===== src/rtl/usb_bulk_in_packetizer.sv =====
// usb_bulk_in_packetizer
// Turns an application byte stream into full-speed bulk IN packets for one
// IN endpoint of usb_fs_pe. Full packets commit as soon as MAX_PACKET bytes
// are written. Partial packets commit once FLUSH_FRAMES SOFs pass without a
// new byte. A zero-length packet follows a full packet that ended a transfer.
module usb_bulk_in_packetizer #(
    parameter int MAX_PACKET   = 32,
    parameter int FLUSH_FRAMES = 2
) (
    input  logic        clk,
    input  logic        reset,

    // application stream
    input  logic [7:0]  in_data,
    input  logic        in_valid,
    output logic        in_ready,

    // protocol engine IN endpoint
    output logic        in_ep_req,
    input  logic        in_ep_grant,
    input  logic        in_ep_data_free,
    output logic        in_ep_data_put,
    output logic [7:0]  in_ep_data,
    output logic        in_ep_data_done,
    output logic        in_ep_stall,
    input  logic        in_ep_acked,

    // frame timing
    input  logic        sof_valid,

    // status
    output logic [15:0] pkts_sent
);

    localparam int            CW        = $clog2(MAX_PACKET + 1);
    localparam logic [CW-1:0] CNT_MAX   = CW'(MAX_PACKET);
    localparam logic [CW-1:0] CNT_LAST  = CW'(MAX_PACKET - 1);
    localparam logic [7:0]    FLUSH_N   = 8'(FLUSH_FRAMES);

    typedef enum logic [1:0] {
        S_IDLE     = 2'd0,
        S_FILL     = 2'd1,
        S_COMMIT   = 2'd2,
        S_WAIT_ACK = 2'd3
    } state_t;

    state_t         state_q, state_d;
    logic [CW-1:0]  count_q, count_d;
    logic [7:0]     sof_cnt_q, sof_cnt_d;
    logic           zlp_pending_q, zlp_pending_d;
    logic           last_full_q, last_full_d;
    logic [15:0]    pkts_sent_q, pkts_sent_d;

    logic           byte_put;
    logic [7:0]     sof_next;
    logic           have_payload;

    // Handshake decode and endpoint-facing outputs; the byte path is a wire.
    always_comb begin
        in_ep_req       = (state_q != S_IDLE);
        in_ready        = (state_q == S_FILL) && in_ep_grant && in_ep_data_free
                          && (count_q < CNT_MAX);
        byte_put        = in_valid && in_ready;
        in_ep_data_put  = byte_put;
        in_ep_data      = in_data;
        in_ep_data_done = (state_q == S_COMMIT);
        in_ep_stall     = 1'b0;
        pkts_sent       = pkts_sent_q;
        // sof_cnt saturates so a long idle stretch never wraps back below
        // the flush threshold.
        sof_next        = (sof_cnt_q >= FLUSH_N) ? FLUSH_N : (sof_cnt_q + 8'd1);
        // Something worth committing: real bytes, or an owed ZLP.
        have_payload    = (count_q != '0) || zlp_pending_q;
    end

    // Next-state logic: packet filling, SOF flush timeout and ACK tracking.
    always_comb begin
        state_d       = state_q;
        count_d       = count_q;
        sof_cnt_d     = sof_cnt_q;
        zlp_pending_d = zlp_pending_q;
        last_full_d   = last_full_q;
        pkts_sent_d   = pkts_sent_q;

        case (state_q)
            S_IDLE: begin
                if (in_valid || zlp_pending_q) begin
                    state_d   = S_FILL;
                    sof_cnt_d = '0;
                end
            end

            S_FILL: begin
                if (byte_put) begin
                    // A written byte restarts the idle timer and cancels any
                    // owed ZLP: the data itself now terminates the transfer.
                    count_d       = count_q + CW'(1);
                    sof_cnt_d     = '0;
                    zlp_pending_d = 1'b0;
                    if (count_q == CNT_LAST) begin
                        state_d     = S_COMMIT;
                        last_full_d = 1'b1;
                    end
                end else if (sof_valid) begin
                    sof_cnt_d = sof_next;
                    if ((sof_next == FLUSH_N) && have_payload) begin
                        state_d     = S_COMMIT;
                        last_full_d = 1'b0;
                    end else if (!have_payload) begin
                        // Nothing buffered and nothing owed: release the
                        // datapath request until the stream wakes up again.
                        state_d = S_IDLE;
                    end
                end
            end

            S_COMMIT: begin
                count_d   = '0;
                sof_cnt_d = '0;
                state_d   = S_WAIT_ACK;
            end

            S_WAIT_ACK: begin
                if (in_ep_acked) begin
                    pkts_sent_d   = pkts_sent_q + 16'd1;
                    zlp_pending_d = last_full_q;
                    state_d       = S_IDLE;
                end
            end

            default: begin
                state_d = S_IDLE;
            end
        endcase
    end

    // State and counter registers; reset abandons any packet in flight.
    always_ff @(posedge clk) begin
        if (reset) begin
            state_q       <= S_IDLE;
            count_q       <= '0;
            sof_cnt_q     <= '0;
            zlp_pending_q <= 1'b0;
            last_full_q   <= 1'b0;
            pkts_sent_q   <= '0;
        end else begin
            state_q       <= state_d;
            count_q       <= count_d;
            sof_cnt_q     <= sof_cnt_d;
            zlp_pending_q <= zlp_pending_d;
            last_full_q   <= last_full_d;
            pkts_sent_q   <= pkts_sent_d;
        end
    end

endmodule


===== config.mk =====
export PLATFORM = sky130hd
export DESIGN_NAME = usb_bulk_in_packetizer
export DESIGN_NICKNAME = d
export VERILOG_FILES = /design/src/rtl/usb_bulk_in_packetizer.sv
export SDC_FILE = /design/constraint.sdc
export NUM_CORES = 1
export LEC_CHECK = 0
export ABC_CLOCK_PERIOD_IN_PS = 5300
export BUFFER_PORTS_ARGS = -buffer_cell sky130_fd_sc_hd__clkbuf_2
export CAP_MARGIN = 40
export CORE_MARGIN = 4
export CORE_UTILIZATION = 56
export CTS_CLUSTER_SIZE = 28
export DETAILED_ROUTE_END_ITERATION = 10
export HOLD_SLACK_MARGIN = 0.08
export PLACE_DENSITY = 0.89
export SYNTH_ARGS = -nofsm -noshare
export SYNTH_HDL_FRONTEND = slang
export SYNTH_SLANG_ARGS = --single-unit
export TNS_END_PERCENT = 20

===== constraint.sdc =====
create_clock -name clk -period 5.3 [get_ports clk]
set_clock_uncertainty 0.05 [all_clocks]
set_input_delay 1.06 -clock clk [delete_from_list [all_inputs] [get_ports clk]]
set_output_delay 1.06 -clock clk [all_outputs]
set_load 0.02 [all_outputs]

==> results.ini, run 1 <==
[worst_setup_path]
startpoint_type=input pin
end_kind=primary output
worstPathArrival_ns=1.81
critPathRequiredTime_ns=4.19
worstPathMaxFanout=8
regToRegSetupSlack_ns=3.37
path_class=in -> out
regToRegStartpoint=sof_cnt_q[0]
worstRegToRegCells=5

[placement]
dpl.hpwl_um=2200
dpl-instance-area_mm2=0.00176
port_buffers=26
place_congestion=0.872

[global_routing]
grt_overflow=0
grt.total_usage=0.175
grt_pass1_vias=1255
antenna_found_initial=0
grt_first_pass_wirelength_um=5450
grt_start_max_net_pins=32

[cells_and_area]
final_cell_area_mm2=0.00182
area_growth_pct=8.36
n_antenna_cell=0
layout-drive-gt1-share=0.197
final_net_count=232
final_util=0.648

[synth]
async_reset_ff_frac=0
ys_types=46
seq_area_frac_synth=0.406
synthFlopType=dfxtp_1
yosysWarnings=0
mappedNetlistArea_mm2=0.00168
ys_seq_elements=34
synth_area_per_cell_um2=8.69
synth_nets=213
synth-edff-count=0
netlist_instances=193

[pwr]
powerDensity_mw_per_mm2=241
leakage_nw=0.779
ir_worst_vdd_v=0.000169

[timing]
period_needed_ns=2.92
worst_slew_pin_slew_ns=0.625
fmax_mhz=343
finalSetupViolations=0
grt_setup_unrepaired=false
final_hold_viol_count=0
timing.setup.tns_ns=0
slew_violations=0
timing.slew.headroom=0.583
finalCritPeriodShare=0.550

[floorplan]
rows=19
start_util=0.598
die_w_um=62.7
io-pin-count=44
die_h_um=62.7
dieArea_mm2=0.00393
core_mm2=0.00281

[route]
wirelength_um=3040
drc=0
firstDrtPassIters=4
ant_nets=0
wl_per_cell_um=12.4
vias_per_cell=5.54
dr.first_iter.drc_count=94
via_count=1352

[clock_network]
cts.reportedPaths.clkPinSlew_ns=0.10
cts_made_buffers=5
cts_sinks=34
cts_resized=0
cts_buffer_depth=2
cts.htree.levels=2
clock_latency_ns=0.34
cts_tree=built
hold_buffers=0
cts_setup_buffers=0
cts-root-buf=clkbuf_4

[flow_run]
drv_cap=0

[min_path]
hold_class=reg -> reg
whs_path_depth=2
hold_end=zlp_pending_q
min-delay-start=last_full_q

[outcome]
outcome=finished clean

==> layout by cell type, fill, tap and decap left out, types with 2 or more instances in the layout <==
cell type,instances
and3_1,6
nand3_1,11
mux2i_1,3
nor3_1,3
inv_1,7
nor4_1,2
nor2_1,27
a21oi_1,10
clkbuf_2,26
xor2_1,11
o21ai_1,3
and2_1,7
dfxtp_1,34
nand3b_1,4
clkbuf_4,5
nand4_1,5
nand2_1,9
nor4_2,3
ha_1,5
and3b_1,2
xnor2_1,4
==> sequential cells by signal, indices dropped and copies added, names as in the netlist, named ones only <==
name and cells:
zlp_pending_q 1, count_q 6, last_full_q 1, pkts_sent 16, sof_cnt_q 8, state_q 1
==> cell usage after synthesis (2+ instances only) <==
| master | instances | area share |
|---|---|---|
| dfxtp_1 | 34 | 0.41 |
| nor2_1 | 27 | 0.060 |
| nand3_1 | 11 | 0.033 |
| xor2_1 | 11 | 0.057 |
| a21oi_1 | 10 | 0.030 |
| buf_4 | 9 | 0.040 |
| nand2_1 | 9 | 0.020 |
| and2_1 | 7 | 0.026 |
| inv_1 | 7 | 0.016 |
| and3_1 | 6 | 0.022 |
| ha_1 | 5 | 0.037 |
| nand4_1 | 5 | 0.019 |
| nand3b_1 | 4 | 0.018 |
| xnor2_1 | 4 | 0.021 |
| mux2i_1 | 3 | 0.018 |
| nor3_1 | 3 | 0.0090 |
| nor4_2 | 3 | 0.022 |
| o21ai_1 | 3 | 0.0090 |
| and3b_1 | 2 | 0.010 |
| buf_1 | 2 | 0.0045 |
| buf_2 | 2 | 0.0060 |
| nor4_1 | 2 | 0.0075 |
==> how the worst max path moves through the flow <==
stage                         start              to  slack, ns  cells past startpoint
floorplan           in_ep_data_free  in_ep_data_put       2.69                      3
global placement           in_valid  in_ep_data_put       2.41                      5
detailed placement         in_valid  in_ep_data_put       2.39                      5
CTS                        in_valid  in_ep_data_put       2.38                      5
global route               in_valid  in_ep_data_put       2.33                      5
finish                     in_valid  in_ep_data_put       2.38                      5
==> report_power, final <==
part | total, mW | switching [mW] | internal [mW]
combinational | 0.0296 | 0.0184 | 0.0112
sequential | 0.260 | 0.00255 | 0.257
clock | 0.148 | 0.0834 | 0.0642
==> final cells by class <==
class                      instances  area (um2)
clock buffer                       7        55.1
clock inverter                     1        5.00
fill                             246         988
inverter                           8        30.0
multi-input combinational        137         877
sequential                        34         681
tap                               31        38.8
timing repair buffer              26         130
==> routing by layer <==
metal  share of wire  global-route usage  vias up
met1            0.49               0.208      615
met2            0.43               0.264       35
met4           0.015              0.0799        0
met3           0.068              0.0845        5
li1                -                   -      697
met5               0                   0        -
==> cell families (layout without fill, tap and decap cells) <==
group,count (synthesis),count (layout),share of synthesized area
multiplexers,4,4,0.0246
AND/OR/NAND/NOR,89,89,0.292
AO/OA/AOI/OAI,23,23,0.0888
flip-flops,34,34,0.406
other,1,1,0.00224
XOR/XNOR,15,15,0.0784
adder cells (fa/ha/maj),5,5,0.0373
buffers and inverters,22,42,0.0709
==> per-stage QoR <==
stage | hold WS (ns) | cells | power, mW | setup slack [ns]
finish | 0.427 | 244 | 0.437 | 2.38
global route | 0.459 | 244 | 0.465 | 2.33
CTS | 0.435 | 244 | 0.442 | 2.38
detailed placement | 0.417 | 236 | 0.295 | 2.39
global placement | 0.411 | 236 | 0.295 | 2.41
floorplan | 0.394 | 193 | 0.296 | 2.69
==> critical path, stage by stage <==
cell,delay [ns]
clkbuf_2,0.10
and3b_1,0.18
nand2_2,0.12
inv_2,0.15
clkbuf_2,0.19
No activity file was read; power rests on OpenSTA's default activity.
==> inputs of run 2 (changes only) <==
--- a/config.mk
+++ b/config.mk
@@ -5,15 +5,16 @@
 export SDC_FILE = /design/constraint.sdc
 export NUM_CORES = 1
 export LEC_CHECK = 0
-export ABC_CLOCK_PERIOD_IN_PS = 5300
+export ABC_AREA = 1
+export ABC_CLOCK_PERIOD_IN_PS = 2900
 export BUFFER_PORTS_ARGS = -buffer_cell sky130_fd_sc_hd__clkbuf_2
 export CAP_MARGIN = 40
 export CORE_MARGIN = 4
-export CORE_UTILIZATION = 56
+export CORE_UTILIZATION = 53
 export CTS_CLUSTER_SIZE = 28
 export DETAILED_ROUTE_END_ITERATION = 10
 export HOLD_SLACK_MARGIN = 0.08
-export PLACE_DENSITY = 0.89
+export PLACE_DENSITY = 0.84
 export SYNTH_ARGS = -nofsm -noshare
 export SYNTH_HDL_FRONTEND = slang
 export SYNTH_SLANG_ARGS = --single-unit
==> constraint.sdc (replaced) <==
create_clock -name clk -period 2.9 [get_ports clk]
set_clock_uncertainty 0.05 [all_clocks]
set_input_delay 0.58 -clock clk [delete_from_list [all_inputs] [get_ports clk]]
set_output_delay 0.58 -clock clk [all_outputs]
set_load 0.02 [all_outputs]
==> run 2 against run 1 <==
  * Flip-flop and latch count is the same
  * Count of clock-buffer cells in the layout is the same
  * Final cell count grew 39%
  * Routed wire length grew 18%
  * Worst hold slack lost 0.031 ns
  * Design area grew 12%
  * Combinational power grew to 3.1 times the previous value
  * Synthesized area grew 11%
  * Die area grew 15%
==> results.ini, run 2 <==
[worst_setup_path]
regToRegSetupSlack_ns=1.24
startpoint_type=flop
critPathRequiredTime_ns=2.27
path_class=reg -> out
worstPathArrival_ns=1.46
timing.rr.end=last_full_q
end_kind=primary output
worstPathMaxFanout=9
regToRegStartpoint=sof_cnt_q[0]
worstRegToRegCells=10

[timing]
final_hold_viol_count=0
slew_violations=0
finalSetupViolations=0
setup_ws_ns=0.814
finalCritPeriodShare=0.719
fmax_mhz=479
period_needed_ns=2.09
grt_setup_unrepaired=false
timing.setup.tns_ns=0

[pwr]
leakage_nw=0.937
powerDensity_mw_per_mm2=417
ir_worst_vdd_v=0.000284

[route]
firstDrtPassIters=4
dr.first_iter.drc_count=51
via_count=1667
vias_per_cell=4.93
wirelength_um=3580
wl_per_cell_um=10.6
ant_nets=0
drc=0

[cells_and_area]
layout_commonest_cell=nand2_1
n_antenna_cell=0
final_net_count=311
largest_reg_flops=16
final_cell_mix=nand2_1 (59), inv_1 (39), nor2_1 (39), dfxtp_1 (34), clkbuf_2 (26)
area_growth_pct=9.00
layout-drive-gt1-share=0.164

[synth]
mappedNetlistArea_mm2=0.00186
synth.most_common_cell=nand2_1
ys_types=31
ys_seq_elements=34
synth.top_cells.by_count=nand2_1 (59), inv_1 (39), nor2_1 (39)
synth_area_leader_cell=dfxtp_1
netlist_instances=270
synth_top_area_frac=0.365
seq_area_frac_synth=0.365
synth_area_per_cell_um2=6.90
synth-edff-count=0
synth_nets=290
async_reset_ff_frac=0
synthFlopType=dfxtp_1
yosysWarnings=0
synth.area.top_cells=dfxtp_1 (37%), nand2_1 (12%), inv_1 (7.9%)

[clock_network]
cts_resized=0
cts.reportedPaths.clkPinSlew_ns=0.10
clock_latency_ns=0.34
cts_buffer_depth=2
hold_buffers=0
cts_made_buffers=5
cts-root-buf=clkbuf_4
cts.htree.levels=2
cts_sinks=34
cts_tree=built
cts_setup_buffers=0

[placement]
place_congestion=0.812
dpl.hpwl_um=2610
post-place-ws_ns=0.897
port_buffers=26

[global_routing]
grt_overflow=0
grt_pass1_vias=1420
grt_start_max_net_pins=23
antenna_found_initial=0
grt.total_usage=0.174
grt_first_pass_wirelength_um=5950

[floorplan]
core_mm2=0.00336
io-pin-count=44
die_h_um=67.3
die_w_um=67.3
rows=21
dieArea_mm2=0.00453
start_util=0.554

[min_path]
min-delay-start=sof_cnt_q[7]
whs_path_depth=2
hold_class=reg -> reg
hold_end=sof_cnt_q[7]

[flow_run]
drv_cap=0

[outcome]
outcome=finished clean

-- run 2: changes by cell type after synthesis, sizes merged, moves of 4 or more --
| cell | previous run | this run |
|---|---|---|
| and3 | 6 | 1 |
| nand2 | 10 | 62 |
| nand3b | 4 | 0 |
| xor2 | 11 | 3 |
| nor3 | 3 | 7 |
| o21ai | 4 | 18 |
| nor4 | 5 | 0 |
| nor2 | 27 | 42 |
| inv | 8 | 40 |
| a21oi | 11 | 20 |
| and2 | 7 | 0 |
| xnor2 | 4 | 0 |
-- run 2: critical path, cell delays in order (launching register included) --
cell and delay, ns:
dfxtp_1 0.33, inv_1 0.07, nand3_1 0.15, nor3_4 0.31, clkbuf_2 0.24
-- run 2: per-stage QoR --
step / utilization / power [mW] / hold slack, ns / instances / instance area, um2
after floorplan: - / 0.577 / 0.369 / 270 / 1860
after global placement: 0.586 / 0.581 / 0.377 / 330 / 1970
after detailed placement: 0.586 / 0.582 / 0.383 / 330 / 1970
after CTS: 0.604 / 0.860 / 0.397 / 338 / 2030
after global routing: 0.604 / 0.893 / 0.417 / 338 / 2030
final: 0.604 / 0.847 / 0.397 / 338 / 2030
-- run 2: kinds of logic after synthesis --
kind of cell / synth area share
xor+xnor: 0.0141
flops: 0.365
other cells: 0.00201
buf+inv: 0.124
fa+ha+maj: 0.0336
simple gates: 0.338
compound gates: 0.123
-- run 2: final cells by class --
type,instances,area (um2)
timing repair buffer,26,130
clock inverter,1,5.00
sequential,34,681
tap,46,57.6
clock buffer,7,55.1
inverter,40,150
multi-input combinational,184,952
fill,342,1330
-- run 2: how the worst max path moves through the flow --
| stage | start | end | slack (ns) |
|---|---|---|---|
| after detailed placement | in_ep_data_free | in_ep_data_put | 0.90 |
| after floorplan | in_ep_data_free | last_full_q | 1.16 |
| after CTS | count_q[5] | in_ep_data_put | 0.79 |
| final | count_q[5] | in_ep_data_put | 0.81 |
| after global routing | count_q[5] | in_ep_data_put | 0.69 |
| after global placement | in_ep_data_free | in_ep_data_put | 0.91 |
-- run 2: report_power, final --
part	internal [mW]	leakage [nW]	switching, mW	total (mW)
registers	0.474	0.275	0.00636	0.480
logic	0.0286	0.627	0.0630	0.0916
clock network	0.117	0.0353	0.158	0.275
total	0.620	0.937	0.227	0.847
-- run 2: routing by layer --
layer / vias up / wire (um) / global-route usage
met3: 6 / 178 / 0.0499
met4: 0 / 51 / 0.0987
met2: 20 / 1640 / 0.269
met1: 752 / 1720 / 0.216
met5: - / 0 / 0
li1: 889 / - / -
==> inputs of run 3 (changes only) <==
--- a/config.mk
+++ b/config.mk
@@ -6,15 +6,15 @@
 export NUM_CORES = 1
 export LEC_CHECK = 0
 export ABC_AREA = 1
-export ABC_CLOCK_PERIOD_IN_PS = 2900
+export ABC_CLOCK_PERIOD_IN_PS = 1700
 export BUFFER_PORTS_ARGS = -buffer_cell sky130_fd_sc_hd__clkbuf_2
 export CAP_MARGIN = 40
 export CORE_MARGIN = 4
-export CORE_UTILIZATION = 53
+export CORE_UTILIZATION = 48
 export CTS_CLUSTER_SIZE = 28
 export DETAILED_ROUTE_END_ITERATION = 10
 export HOLD_SLACK_MARGIN = 0.08
-export PLACE_DENSITY = 0.84
+export PLACE_DENSITY = 0.8
 export SYNTH_ARGS = -nofsm -noshare
 export SYNTH_HDL_FRONTEND = slang
 export SYNTH_SLANG_ARGS = --single-unit
==> constraint.sdc (replaced) <==
create_clock -name clk -period 1.7 [get_ports clk]
set_clock_uncertainty 0.05 [all_clocks]
set_input_delay 0.34 -clock clk [delete_from_list [all_inputs] [get_ports clk]]
set_output_delay 0.34 -clock clk [all_outputs]
set_load 0.02 [all_outputs]
==> run 3 against run 2 <==
  * Utilization decreased by 2.4 points
  * Global-route usage decreased by 0.92 points
  * Via count increased by 3.1%
  * Design area increased by 6.1%
  * First-iteration DRC count increased by 45%
==> results.ini, run 3 (same netlist as run 2, synthesis figures left out) <==
[outcome]
outcome=finished clean

[route]
vias_per_cell=4.95
wirelength_um=3960
firstDrtPassIters=4
ant_nets=0
dr.first_iter.drc_count=74
wl_per_cell_um=11.4
via_count=1719
drc=0

[cells_and_area]
final_cell_area_mm2=0.00215
largest_reg_flops=16
final_cell_mix=nand2_1 (59), inv_1 (38), nor2_1 (38), dfxtp_1 (32), clkbuf_2 (26)
n_antenna_cell=0
area_growth_pct=15.6
layout-drive-gt1-share=0.197
fill_cells=359
fin_cells=347
layout_commonest_cell=nand2_1
final_net_count=318

[clock_network]
cts_buffer_depth=2
cts.reportedPaths.clkPinSlew_ns=0.07
cts_tree=built
cts.htree.levels=2
clock_latency_ns=0.29
cts_made_buffers=5
cts_sinks=34
cts-root-buf=clkbuf_8

[floorplan]
io-pin-count=44
rows=22
core_mm2=0.00372
start_util=0.501
dieArea_mm2=0.00494
die_w_um=70.3
die_h_um=70.3

[worst_setup_path]
path_class=reg -> out
critPathRequiredTime_ns=1.31
cpMaxStageDelayCell=dfxtp_1
critPathMaxStageDelay_ns=0.34
startpoint_type=flop
end_kind=primary output
cp_cell_sequence=buf_4 > nand2_2 > nor3_4 > clkbuf_2
worstPathArrival_ns=1.19
worstPathMaxFanout=3
regToRegSetupSlack_ns=0.15

[timing]
final_hold_viol_count=0
setup_ws_ns=0.119
finalSetupViolations=0
period_needed_ns=1.58
finalCritPeriodShare=0.930
slew_violations=0
fmax_mhz=632

[pwr]
ir_worst_vdd_v=0.000513
powerDensity_mw_per_mm2=802
leakage_nw=0.997

[placement]
post-place-ws_ns=0.0382
port_buffers=26
dpl-instance-area_mm2=0.00202
dpl.hpwl_um=2820
dp_cells=338
place_congestion=0.772

[global_routing]
grt_first_pass_wirelength_um=6680
grt.total_usage=0.165
grt_pass1_vias=1588
grt_start_max_net_pins=22
grt_overflow=0
antenna_found_initial=0

[min_path]
hold_class=in -> reg

[flow_run]
drv_cap=0

run 3: area by class of cell:
class / count / area [um2] / area share
inverters: 40 / 150 / 0.0697
multi-input cells: 184 / 972 / 0.451
repair buffers: 33 / 183 / 0.0848
clock buffers: 7 / 76.3 / 0.0354
flip-flops and latches: 34 / 683 / 0.317
clock inverters: 1 / 30.0 / 0.0139
well taps: 48 / 60.1 / 0.0279
run 3: worst paths after layout:
kind,start,cells past startpoint,to
setup reg to reg,state_q[0],9,sof_cnt_q[1]
setup / recovery,state_q[0],4,in_ep_data_put
hold reg to reg,sof_cnt_q[3],2,sof_cnt_q[3]
hold / removal,in_ep_acked,3,pkts_sent[0]
run 3: worst max-delay path: cells and delay by family, from the launching register on:
| family | cells | cell delay [ns] |
|---|---|---|
| flops | 1 | 0.34 |
| simple gates | 2 | 0.24 |
| buf+inv | 2 | 0.33 |
run 3: through the flow:
stage | total power, mW | hold WS (ns) | utilization | setup TNS [ns]
after floorplan | 0.985 | 0.368 | - | 0
after global placement | 1.00 | 0.383 | 0.543 | 0
after detailed placement | 1.00 | 0.382 | 0.543 | 0
after CTS | 1.72 | 0.369 | 0.574 | 0
after global routing | 1.80 | 0.383 | 0.580 | -0.0191
final | 1.73 | 0.372 | 0.580 | 0
run 3: what timing repair did:
action                     CTS  global route
pin swaps                    1             1
buffers inserted             1             0
hold buffers                 0             0
setup endpoints to repair    1            15
resized for setup            0             7
gates cloned                 0             0
run 3: per-layer routing:
metal | wire (um) | GRT usage
met1 | 1840 | 0.211
met2 | 1910 | 0.266
met3 | 197 | 0.0388
met4 | 19 | 0.0660
met5 | 0 | 0
run 3: report_power, final:
| part | leakage, nW | switching [mW] | internal (mW) |
|---|---|---|---|
| Sequential | 0.275 | 0.00927 | 0.810 |
| Clock | 0.0524 | 0.288 | 0.439 |
| Combinational | 0.669 | 0.119 | 0.0625 |
